File: config.mk
export PLATFORM = sky130hd
export DESIGN_NAME = pwm_duty_ctrl
export DESIGN_NICKNAME = d
export VERILOG_FILES = /design/src/rtl/pwm_duty_ctrl.sv
export SDC_FILE = /design/constraint.sdc
export NUM_CORES = 1
export LEC_CHECK = 0
export ABC_CLOCK_PERIOD_IN_PS = 6900
export BUFFER_PORTS_ARGS = -buffer_cell sky130_fd_sc_hd__buf_2
export CELL_PAD_IN_SITES_DETAIL_PLACEMENT = 1
export CELL_PAD_IN_SITES_GLOBAL_PLACEMENT = 1
export CORE_AREA = 2 2 58 60
export CTS_BUF_LIST = sky130_fd_sc_hd__clkbuf_8
export CTS_CLUSTER_DIAMETER = 150
export CTS_CLUSTER_SIZE = 24
export DETAILED_ROUTE_END_ITERATION = 10
export DIE_AREA = 0 0 60 62
export PLACE_DENSITY_LB_ADDON = 0.1
export RECOVER_POWER = 25
export SYNTH_ARGS = -nofsm -noshare
export SYNTH_HDL_FRONTEND = slang
export SYNTH_SLANG_ARGS = --single-unit
File: constraint.sdc
create_clock -name clk -period 6.9 [get_ports clk]
set_input_delay 0.69 -clock clk [delete_from_list [all_inputs] [get_ports clk]]
set_output_delay 0.69 -clock clk [all_outputs]
set_load 0.1 [all_outputs]
File: src/rtl/pwm_duty_ctrl.sv
// rtl/pwm_duty_ctrl.sv - PWM duty-code controller with debounced switches and stepped ramp
//
// Ports:
//   clk          sole clock, rising edge
//   rst          synchronous active-high reset
//   sw[3:0]      raw async switches: sw[3:1] target duty code, sw[0] ramp enable
//   period_tick  one-cycle pulse at PWM counter wrap; the only point duty may change
//   duty_code    registered applied duty code 0..7
//   pulse_wide   compare value duty_code*64+32
//   at_target    high when duty_code equals the debounced target
//   step_strobe  one-cycle pulse in the cycle after duty_code changes

module pwm_duty_ctrl #(
   parameter int CBITS      = 10,
   parameter int DEB_CYCLES = 16
) (
   input  logic             clk,
   input  logic             rst,
   input  logic [3:0]       sw,
   input  logic             period_tick,
   output logic [2:0]       duty_code,
   output logic [CBITS-1:0] pulse_wide,
   output logic             at_target,
   output logic             step_strobe
);

   localparam logic [1:0] ST_IDLE = 2'd0;
   localparam logic [1:0] ST_UP   = 2'd1;
   localparam logic [1:0] ST_DOWN = 2'd2;

   localparam logic [7:0] DEB_LAST = 8'(DEB_CYCLES - 1);

   logic [3:0] sw_s1, sw_s2;
   logic [3:0] db_sw, db_nxt;
   logic [7:0] mis_cnt, cnt_nxt;
   logic [2:0] duty_nxt;
   logic [1:0] state, state_nxt;

   logic [2:0] target;
   logic       ramp_en;

   assign target  = db_sw[3:1];
   assign ramp_en = db_sw[0];

   // Debounce: the whole vector is accepted only after DEB_CYCLES
   // consecutive cycles of disagreement; any agreement restarts the count.
   always_comb begin
      db_nxt  = db_sw;
      cnt_nxt = '0;
      if (sw_s2 != db_sw) begin
         if (mis_cnt == DEB_LAST) begin
            db_nxt  = sw_s2;
            cnt_nxt = '0;
         end else begin
            cnt_nxt = mis_cnt + 8'd1;
         end
      end
   end

   // Duty update acts on the pre-update db_sw. The saturation guards are
   // redundant with the state compare but keep the code from ever wrapping.
   always_comb begin
      duty_nxt = duty_code;
      if (period_tick) begin
         if (!ramp_en) begin
            duty_nxt = target;
         end else if (state == ST_UP && duty_code != 3'd7) begin
            duty_nxt = duty_code + 3'd1;
         end else if (state == ST_DOWN && duty_code != 3'd0) begin
            duty_nxt = duty_code - 3'd1;
         end
      end
   end

   // Direction is computed from the values that will be registered this
   // edge, so state always describes the visible duty_code vs db_sw pair.
   always_comb begin
      if (duty_nxt == db_nxt[3:1]) begin
         state_nxt = ST_IDLE;
      end else if (duty_nxt < db_nxt[3:1]) begin
         state_nxt = ST_UP;
      end else begin
         state_nxt = ST_DOWN;
      end
   end

   always_ff @(posedge clk) begin
      if (rst) begin
         sw_s1       <= '0;
         sw_s2       <= '0;
         db_sw       <= '0;
         mis_cnt     <= '0;
         duty_code   <= '0;
         state       <= ST_IDLE;
         step_strobe <= 1'b0;
      end else begin
         sw_s1       <= sw;
         sw_s2       <= sw_s1;
         db_sw       <= db_nxt;
         mis_cnt     <= cnt_nxt;
         duty_code   <= duty_nxt;
         state       <= state_nxt;
         step_strobe <= (duty_nxt != duty_code);
      end
   end

   assign at_target  = (state == ST_IDLE);
   assign pulse_wide = CBITS'({duty_code, 6'b100000});

endmodule
==> impl_metrics.tcl <==
set metrics [dict create \
    period_needed_ns 2.66 \
    synth.area.top_cells "dfxtp_1, ha_1, nor2b_1" \
    drive_above_1_share_pct 15.6 \
    core_area_um2 3180 \
    synth.most_common_cell "dfxtp_1" \
    routed_wl_mm 2.65 \
    place_inst 197 \
    drt_first_pass_iters 4 \
    place_ws_ns 4.24 \
    gp_congestion 0.801 \
    synthArstFlopShare_pct 0 \
    crit_buf_inv 1 \
    crit_path_cell_trace "inv_1 > ha_1 > or4bb_1 > o311ai_1 > nand3_1 > nand2_1 > ha_1 > nor2b_1 > o21ai_0 > nand2b_1 > and2_1" \
    rr_worst_depth 11 \
    crit_family "simple AND/OR/NAND/NOR gates" \
    p_int_uw 200 \
    irDropWorstVdd_v 0.000104 \
    die_x_um 60 \
    critPathKind "register to register" \
    hold_buffers 0 \
    cts_setup_buffers 0 \
    final.period_utilization_pct 38.5 \
    synthFlopType "dfxtp_1" \
    nets 171 \
    clock-sinks 26 \
    ys_warn_count 0 \
    grt-ovfl-total 0 \
    setup_tns_ns 0 \
    die_h_um 62 \
    drv_cap 0 \
    rows 21 \
    drc_errors 0 \
    post_cts_resized 0 \
    min_path_cells 1 \
    setup_slack_ns 4.24 \
    numPortBuffers 14 \
    antenna_found_initial 0 \
    ant_nets 0 \
    p_leak_uw 0.000614 \
    yosysSeqAreaShare_pct 38.3 \
    netlist_area_um2 1360 \
    p_comb_share_pct 14.2 \
    cts.path.max_buffers 2 \
    regArea_um2 520 \
    final_cell_count_no_fill 200 \
    p_clk_share_pct 29.9 \
    synth.avg_cell_area_um2 9.32 \
    cts-htree-levels 1 \
    root_buffer "clkbuf_8" \
    crit_required_ns 7.07 \
    yosys.area.top_type_share_pct 38.3 \
    grt_pass1_vias 990 \
    grt_start_max_net_pins 19 \
    switching_share_pct 28.4 \
    yosys.cell_types.count 43 \
    synthTopCellsByCount "dfxtp_1, nor2_1, nor2b_1, buf_4, ha_1" \
    crit_path_frequent_cell "ha_1" \
    place_area_um2 1410 \
    cts_tree "yes" \
    clk_pin_slew_ns 0.08 \
    cp_slowest_cell "or4bb_1" \
    hold_path_class "register to register" \
    numCtsBuffers 3 \
    setup_viol 0 \
    n_antenna_cell 0 \
    boundaryPins 22 \
    synthCells 146 \
    timing.final.hold_violations 0 \
    clk_latency_ns 0.27 \
    p_seq_share_pct 55.9 \
    clock.fmax_ghz 0.376 \
    slew_headroom_pct 48.9 \
    tightest_slew_ns 0.767 \
    first_iter_violations 22 \
    wl_per_cell_um 13.2 \
    synth_seq_cells 26 \
    p_sw_uw 79.4 \
    multiInputGateArea_um2 738 \
    fillers 386 \
    grt_first_pass_wirelength_mm 4.49 \
    die_area_um2 3720 \
    start_util_pct 42.8 \
    maxSlewViolCount 0 \
    rsz0062_at_grt "no" \
    fin_util_pct 45.7 \
    grt_util_all_layers_pct 16.8 \
    synth_edf_count 0 \
    synth_top_area_cell "dfxtp_1" \
    cp_slowest_stage_delay_ns 0.50 \
    post-dp-hpwl_mm 2.09 \
    cellPowerDensity_nw_per_um2 192 \
    crit_path_start_kind "register" \
    areaGrowthSynthToFinish_pct 6.81 \
    cp.depth 11 \
    critPathMaxFanout 8 \
    via_count 1012 \
    clock_skew_ns 0.00238 \
    outcome "finished, final reports clean" \
    stdcell_area_um2 1450 \
    arrival_ns 2.83 \
    endpoint_kind "register" \
    viasPerCell 5.06 \
]
## cells by family (layout without fill, tap and decap cells)
kind of cell	count (synthesis)	in the layout	synth area share, %
muxes	6	6	4.78
AOI/OAI and AO/OA	18	18	10.1
and+or+nand+nor	54	54	23.0
adders and majority gates	8	8	7.36
DFF	26	26	38.3
other	2	7	0.552
buffers and inverters	21	24	8.83
xor gates and xnor gates	11	11	7.08
## stage by stage
step / power (µW) / hold slack [ns]
after CTS: 284 / 0.460
final: 279 / 0.453
after global placement: 199 / 0.419
after detailed placement: 200 / 0.445
after global routing: 293 / 0.472
after floorplan: 197 / 0.414
## cell usage in the layout (no fill, tap or decap), drive strengths merged, types with 5 or more instances in the layout
cell type | synthesis | layout
buf | 13 | 13
conb | 2 | 7
dfxtp | 26 | 26
ha | 8 | 8
inv | 7 | 7
mux2i | 5 | 5
nor2 | 14 | 14
nor2b | 13 | 13
xnor2 | 6 | 6
xor2 | 5 | 5
## layer usage
metal	wire [µm]	GRT usage (%)	vias up	part of all wire [%]
li1	-	-	497	-
met1	1100	18.8	484	42
met2	1400	30.0	24	53
met3	82	3.52	7	3.1
met4	64	8.89	0	2.4
met5	0	0	-	0
## flip-flops by register name, indices dropped and copies added (netlist names)
register     count
mis_cnt          8
db_sw            4
sw_s1            4
sw_s2            4
duty_code        3
state            2
step_strobe      1
## path summary, 6_finish.rpt
path	start	endpoint	slack [ns]
max	duty_code[0]$_SDFF_PP0_	state[1]$_SDFF_PP0_	4.24
min reg2reg	sw_s1[2]$_SDFF_PP0_	sw_s2[2]$_SDFF_PP0_	0.45
max reg2reg	duty_code[0]$_SDFF_PP0_	state[1]$_SDFF_PP0_	4.24
min	sw_s1[2]$_SDFF_PP0_	sw_s2[2]$_SDFF_PP0_	0.45
## final cells by class
type	count	share of cell area, %
multi-input cells	104	50.8
clock buffers	3	2.84
repair buffers	14	4.74
flip-flops and latches	26	35.8
well taps	46	3.96
inverters	7	1.81
## power groups by stage
stage	clock [µW]	sequential, µW	combinational, µW
after detailed placement	0	160	39.9
after floorplan	0	162	35.2
after global routing	93.3	157	42.4
after global placement	0	160	39.4
final	83.5	156	39.7
after CTS	87.6	156	40.0
Note: power is estimated with default switching activity, not from simulation.
